$ cat src/rtl/trigger_link_framer.sv
// Trigger-link framer: maps per-BX cluster groups onto NUM_LINKS GTX lanes as
// 4-word K-character frames, with masking, test patterns, error injection and resync.
module trigger_link_framer #(
   parameter int          NUM_LINKS       = 4,
   parameter int          NUM_GROUPS      = 2,
   parameter int          LTNCY_PERIOD    = 128,
   parameter logic [13:0] INVALID_CLUSTER = 14'h3FFF
) (
   input  logic                      clk_160,
   input  logic                      reset_n,
   input  logic                      bx_strobe,
   input  logic [56*NUM_GROUPS-1:0]  clusters,
   input  logic                      overflow,
   input  logic [NUM_LINKS-1:0]      link_en,
   input  logic [1:0]                mode,
   input  logic                      inj_err,
   output logic [16*NUM_LINKS-1:0]   tx_data,
   output logic [2*NUM_LINKS-1:0]    tx_isk,
   output logic                      ltncy_trig,
   output logic [15:0]               resync_cnt
);

   localparam logic [15:0] IDLE_WORD = 16'h00BC;
   localparam logic [7:0]  BX_LAST   = 8'(LTNCY_PERIOD - 1);

   typedef enum logic {S_IDLE, S_RUN} state_t;

   state_t      state_q, state_d;
   logic [1:0]  phase_q, phase_d;
   logic        start, resync;

   logic                      vld_p0_q, stb_p0_q, ovf_p0_q;
   logic [1:0]                mode_p0_q;
   logic [NUM_LINKS-1:0]      en_p0_q;
   logic [56*NUM_GROUPS-1:0]  clus_p0_q;

   logic                      vld_p1_q, marker_p1_q, idle_p1_q;
   logic [1:0]                wsel_q;
   logic [7:0]                comma_p1_q;
   logic [NUM_LINKS-1:0]      en_p1_q;
   logic [55:0]               pay_p1_q [NUM_GROUPS];

   logic [7:0]   bx_cnt_q, bx_cnt_d;
   logic [6:0]   prbs_q, prbs_d;
   logic         ovf_pend_q, ovf_pend_d, inj_pend_q, inj_pend_d;
   logic [15:0]  resync_q;

   logic                      marker_d, ovf_in;
   logic [7:0]                comma_d;
   logic [55:0]               prbs_pay, pay_d [NUM_GROUPS];
   logic [62:0]               prbs_adv;

   logic [16*NUM_LINKS-1:0]   tx_data_q, tx_data_d;
   logic [2*NUM_LINKS-1:0]    tx_isk_q, tx_isk_d;
   logic                      trig_q, trig_d, inj_fire;
   logic [15:0]               word;
   logic [1:0]                isk;
   logic [55:0]               pay_sel;

   // Returns {next state, 56 payload bits}; bit 0 is the first bit generated.
   function automatic logic [62:0] prbs7_adv(input logic [6:0] s);
      logic [6:0]  r;
      logic [55:0] p;
      logic        b;
      r = s;
      p = '0;
      for (int i = 0; i < 56; i++) begin
         b    = r[6] ^ r[5];
         p[i] = b;
         r    = {r[5:0], b};
      end
      return {r, p};
   endfunction

   function automatic logic [15:0] sat_inc16(input logic [15:0] v);
      return (v == 16'hFFFF) ? v : v + 16'd1;
   endfunction

   always_ff @(posedge clk_160 or negedge reset_n) begin
      if (!reset_n) begin
         state_q <= S_IDLE;
         phase_q <= 2'd0;
      end else begin
         state_q <= state_d;
         phase_q <= phase_d;
      end
   end

   // Any strobe in RUN starts a frame; only one seen at phase 3 is aligned.
   always_comb begin
      state_d = state_q;
      phase_d = 2'd0;
      start   = 1'b0;
      resync  = 1'b0;
      case (state_q)
         S_IDLE: begin
            if (bx_strobe) begin
               state_d = S_RUN;
               start   = 1'b1;
            end
         end
         S_RUN: begin
            phase_d = phase_q + 2'd1;
            start   = bx_strobe || (phase_q == 2'd3);
            resync  = bx_strobe && (phase_q != 2'd3);
            if (start) phase_d = 2'd0;
         end
         default: state_d = S_IDLE;
      endcase
   end

   // ---- stage p0: capture frame inputs at frame start ----
   always_ff @(posedge clk_160 or negedge reset_n) begin
      if (!reset_n) begin
         vld_p0_q <= 1'b0;
         resync_q <= 16'd0;
      end else begin
         vld_p0_q <= start;
         if (resync) resync_q <= sat_inc16(resync_q);
      end
   end

   always_ff @(posedge clk_160) begin
      if (start) begin
         stb_p0_q  <= bx_strobe;
         ovf_p0_q  <= overflow;
         mode_p0_q <= mode;
         en_p0_q   <= link_en;
         clus_p0_q <= clusters;
      end
   end

   // ---- stage p1: build payload, comma and marker ----
   always_comb begin
      marker_d   = (bx_cnt_q == 8'd0) && (mode_p0_q != 2'd3);
      ovf_in     = stb_p0_q && ovf_p0_q;
      prbs_adv   = prbs7_adv(prbs_q);
      prbs_pay   = prbs_adv[55:0];
      prbs_d     = (mode_p0_q == 2'd1) ? prbs_adv[62:56] : prbs_q;
      bx_cnt_d   = (bx_cnt_q == BX_LAST) ? 8'd0 : bx_cnt_q + 8'd1;
      comma_d    = 8'hBC;
      ovf_pend_d = ovf_pend_q || ovf_in;
      // A marker frame outranks overflow, which then waits for the next frame.
      if (mode_p0_q != 2'd3) begin
         if (marker_d) begin
            comma_d = 8'hFC;
         end else if (ovf_pend_q || ovf_in) begin
            comma_d    = 8'h3C;
            ovf_pend_d = 1'b0;
         end
      end
      for (int g = 0; g < NUM_GROUPS; g++) begin
         case (mode_p0_q)
            2'd0:    pay_d[g] = stb_p0_q ? clus_p0_q[56*g +: 56] : {4{INVALID_CLUSTER}};
            2'd1:    pay_d[g] = prbs_pay;
            2'd2:    pay_d[g] = {7{bx_cnt_q}};
            default: pay_d[g] = '0;
         endcase
      end
   end

   always_ff @(posedge clk_160 or negedge reset_n) begin
      if (!reset_n) begin
         vld_p1_q   <= 1'b0;
         wsel_q     <= 2'd0;
         bx_cnt_q   <= 8'd0;
         prbs_q     <= 7'h7F;
         ovf_pend_q <= 1'b0;
      end else if (vld_p0_q) begin
         vld_p1_q   <= 1'b1;
         wsel_q     <= 2'd0;
         bx_cnt_q   <= bx_cnt_d;
         prbs_q     <= prbs_d;
         ovf_pend_q <= ovf_pend_d;
      end else begin
         wsel_q     <= wsel_q + 2'd1;
      end
   end

   always_ff @(posedge clk_160) begin
      if (vld_p0_q) begin
         marker_p1_q <= marker_d;
         idle_p1_q   <= (mode_p0_q == 2'd3);
         comma_p1_q  <= comma_d;
         en_p1_q     <= en_p0_q;
         for (int g = 0; g < NUM_GROUPS; g++) pay_p1_q[g] <= pay_d[g];
      end
   end

   // ---- stage p2: word select, lane masking, error injection ----
   always_comb begin
      tx_data_d  = '0;
      tx_isk_d   = '0;
      word       = IDLE_WORD;
      isk        = 2'b01;
      pay_sel    = '0;
      inj_fire   = vld_p1_q && (wsel_q == 2'd1) && inj_pend_q;
      inj_pend_d = (inj_pend_q && !inj_fire) || inj_err;
      trig_d     = vld_p1_q && (wsel_q == 2'd0) && marker_p1_q;
      for (int i = 0; i < NUM_LINKS; i++) begin
         word    = IDLE_WORD;
         isk     = 2'b01;
         pay_sel = pay_p1_q[i % NUM_GROUPS];
         if (vld_p1_q && !idle_p1_q && en_p1_q[i]) begin
            case (wsel_q)
               2'd0:    begin word = {pay_sel[7:0], comma_p1_q}; isk = 2'b01; end
               2'd1:    begin word = pay_sel[23:8];  isk = 2'b00; end
               2'd2:    begin word = pay_sel[39:24]; isk = 2'b00; end
               default: begin word = pay_sel[55:40]; isk = 2'b00; end
            endcase
         end
         if (inj_fire && en_p1_q[i]) word[0] = ~word[0];
         tx_data_d[16*i +: 16] = word;
         tx_isk_d[2*i +: 2]    = isk;
      end
   end

   always_ff @(posedge clk_160 or negedge reset_n) begin
      if (!reset_n) begin
         tx_data_q  <= {NUM_LINKS{IDLE_WORD}};
         tx_isk_q   <= {NUM_LINKS{2'b01}};
         trig_q     <= 1'b0;
         inj_pend_q <= 1'b0;
      end else begin
         tx_data_q  <= tx_data_d;
         tx_isk_q   <= tx_isk_d;
         trig_q     <= trig_d;
         inj_pend_q <= inj_pend_d;
      end
   end

   assign tx_data    = tx_data_q;
   assign tx_isk     = tx_isk_q;
   assign ltncy_trig = trig_q;
   assign resync_cnt = resync_q;

endmodule

$ cat config.mk
export PLATFORM = sky130hd
export DESIGN_NAME = trigger_link_framer
export DESIGN_NICKNAME = d
export VERILOG_FILES = /design/src/rtl/trigger_link_framer.sv
export SDC_FILE = /design/constraint.sdc
export NUM_CORES = 1
export LEC_CHECK = 0
export ABC_AREA = 0
export CAP_MARGIN = 20
export CORE_MARGIN = 2
export CORE_UTILIZATION = 35
export DETAILED_ROUTE_END_ITERATION = 6
export PLACE_DENSITY = 0.63
export SYNTH_ARGS = -nofsm -noshare
export SYNTH_HDL_FRONTEND = slang
export SYNTH_SLANG_ARGS = --single-unit
$ cat constraint.sdc
create_clock -name clk_160 -period 5.63 [get_ports clk_160]
set_input_delay 1.689 -clock clk_160 [delete_from_list [all_inputs] [get_ports clk_160]]
set_output_delay 1.689 -clock clk_160 [all_outputs]
set_load 0.05 [all_outputs]
==> qor.yml <==
power:
  power.density_mw_per_mm2: 382
  peakVddDrop_v: 0.000150
  finalPower_w: 0.00688
  leakagePower_nw: 6.84
outcome:
  violations: "design-rule violations"
  status: "complete, but fails checks"
place:
  place.gp.congestion: 0.854
  dp_hpwl_mm: 25.4
  dpl-instance-area_mm2: 0.0168
  io_buffers: 207
detailed_routing:
  dr_total_vias: 8972
  wirelength_mm: 36.4
  drc: 9
  ant_nets: 0
  avgViaCountPerCell: 4.91
  initialDrtViolationCount: 804
  drt_first_pass_iters: 7
  wl_per_cell_um: 19.9
floorplan:
  die-height_um: 206
  start_util_pct: 35.7
  die_w_um: 206
  boundaryPins: 212
  num_rows: 73
  core_mm2: 0.0399
  fp.dieArea_mm2: 0.0423
critical_path:
  path_cells: "clkdlybuf4s50_1"
  reg2regPathDepth: 4
  critPathSlowestCell: "clkdlybuf4s50_1"
  crit_path_start_kind: "register"
  worstPathRequired_ns: 3.94
  crit_type: "register to primary output"
  regToRegSetupSlack_ns: 2.84
  crit_arrival_ns: 1.85
  cp_max_fo: 1
  cp_num_buf_inv: 1
  end_kind: "primary output"
  cp_num_cells: 1
  critPathTopFamily: "buffers and inverters"
  cpPeakStageDelay_ns: 0.81
sta:
  hold_viol: 0
  setup_viol: 0
  rsz0062_at_grt: "false"
  slew_headroom_pct: 28.4
  worst_pin_slew_ns: 1.07
  fin_setup_tns_ns: 0
  post-route-min-period_ns: 3.54
  fin_worst_skew_ns: 0.0208
  slew_viol_final: 0
  fin_crit_sh_pct: 62.9
  fmax_ghz: 0.282
clock_network:
  hold_buffers: 0
  clock_latency_ns: 0.53
  cts_buffers: 37
  cts_sinks: 349
  post_cts_buffers: 0
  ctsResizeCount: 0
  cts_tree: "yes"
  ctsHtreeMaxLevel: 2
  cts_root_buf: "clkbuf_16"
  clock_path_buffers: 3
  path_clk_slew_ns: 0.06
layout:
  drive_gt1_share_pct: 9.75
  nets: 1405
  fin_area_mm2: 0.0180
  area_growth_pct: 26.5
hold_path:
  hold_depth: 0
  min_path_type: "register to register"
grt:
  grt_usage_pct: 17.2
  grt_start_max_net_pins: 85
  antenna_found_initial: 2
  grt_pass1_vias: 8931
  grt_pass1_wl_mm: 54.0
  overflow: 0
flow_run:
  max_cap_viol_count: 0
yosys:
  synth_edf_count: 240
  netlist_area_mm2: 0.0142
  synth_seq_cells: 349
  yosys_warnings: 0
  syn_area_per_cell_um2: 13.2
  ys_types: 56
  async_flop_share_pct: 31.2
  seq_area_frac_synth_pct: 70.0
  synthFlopType: "edfxtp_1"
  synthCells: 1080
## sequential cells by signal, indices dropped and copies added (netlist names), 2 cells and up
register,flops
bx_cnt_q,8
pay_p1_q,112
comma_p1_q,2
phase_q,2
resync_cnt,16
en_p1_q,4
tx_isk,4
tx_data,64
en_p0_q,4
prbs_q,7
mode_p0_q,2
wsel_q,2
clus_p0_q,112
## through the flow
stage	std cells	hold slack [ns]	setup WS [ns]	utilization, %
after CTS	1827	0.420	2.05	45.1
after global placement	1760	0.402	1.92	42.1
after floorplan	1083	0.400	1.49	-
final	1828	0.420	2.09	45.2
after detailed placement	1760	0.405	1.86	42.1
after global routing	1828	0.428	2.04	45.2
## cells in the final DEF (no fill, tap or decap), drive strengths merged, types with 5 or more instances in the layout
cell             n
a221oi          10
a21o            10
a222oi          20
nand4            7
dfstp           31
xnor2           45
nand3           10
edfxtp         240
clkdlybuf4s50  206
nand2b           7
clkbuf          47
o22ai           14
inv             17
dfrtp           78
o21ai          129
clkinv          12
a22oi            5
nor2           133
or2              6
xor2            37
and2             9
a21oi           21
buf             11
nor3             8
nand2           96
nor2b           38
ha               8
## cells in the mapped netlist (all sizes together) (9+ instances only)
| library cell | n | area, um^2 |
|---|---|---|
| edfxtp | 240 | 7210 |
| inv | 16 | 60.1 |
| nand2 | 96 | 360 |
| and2 | 9 | 56.3 |
| a21o | 10 | 76.3 |
| a221oi | 10 | 87.6 |
| xnor2 | 45 | 417 |
| dfstp | 31 | 815 |
| xor2 | 37 | 347 |
| dfrtp | 78 | 1950 |
| nand3 | 10 | 50.1 |
| a222oi | 20 | 200 |
| buf | 24 | 149 |
| o21ai | 129 | 646 |
| nor2 | 133 | 499 |
| nor2b | 38 | 238 |
| clkbuf | 41 | 154 |
| o22ai | 14 | 87.6 |
| a21oi | 21 | 105 |
## layer usage
layer  global-route usage, %  routed length (um)  up-vias
li1                        -                   -     4240
met1                    23.5               15800     4331
met2                    26.7               16900      338
met3                    4.23                2660       61
met4                    5.92                1010        2
met5                       0                   9        -
## report_power, final
part	switching, W	internal (W)
Combinational	0.000758	0.000404
Sequential	0.000168	0.00311
Clock	0.000970	0.00147
## final timing paths
| check | end | from |
|---|---|---|
| setup / recovery | tx_isk[2] | tx_isk[2]$_DFF_PN1_ |
| hold / removal | en_p1_q[0]$_DFFE_PP_ | en_p0_q[0]$_DFFE_PP_ |
| setup reg to reg | pay_p1_q[0][95]$_DFFE_PP_ | mode_p0_q[1]$_DFFE_PP_ |
| hold reg to reg | en_p1_q[0]$_DFFE_PP_ | en_p0_q[0]$_DFFE_PP_ |
| max in group asynchronous | tx_isk[6]$_DFF_PN1_ | reset_n |
| min in group asynchronous | tx_data[59]$_DFF_PN0_ | reset_n |
## cell families (layout without fill, tap and decap cells)
group                    after synthesis  in the layout  share of synthesized area (%)
flip-flops                           349            349                           70.0
multiplexers                           3              3                          0.228
XOR/XNOR                              88             88                           6.32
adder cells (fa/ha/maj)                8              8                          0.703
AND/OR/NAND/NOR                      336            336                           11.2
AO/OA/AOI/OAI                        214            214                           9.01
other                                  1              5                         0.0263
buffers and inverters                 81            300                           2.55
## layout make-up
| cell class | count | area (um^2) |
|---|---|---|
| sequential | 349 | 9980 |
| tap | 525 | 657 |
| multi-input combinational | 653 | 3940 |
| inverter | 16 | 60.1 |
| fill | 3575 | 21900 |
| timing repair buffer | 217 | 2160 |
| clock inverter | 20 | 203 |
| antenna | 1 | 2.50 |
| clock buffer | 47 | 1030 |
(Power assumes the default switching activity.)
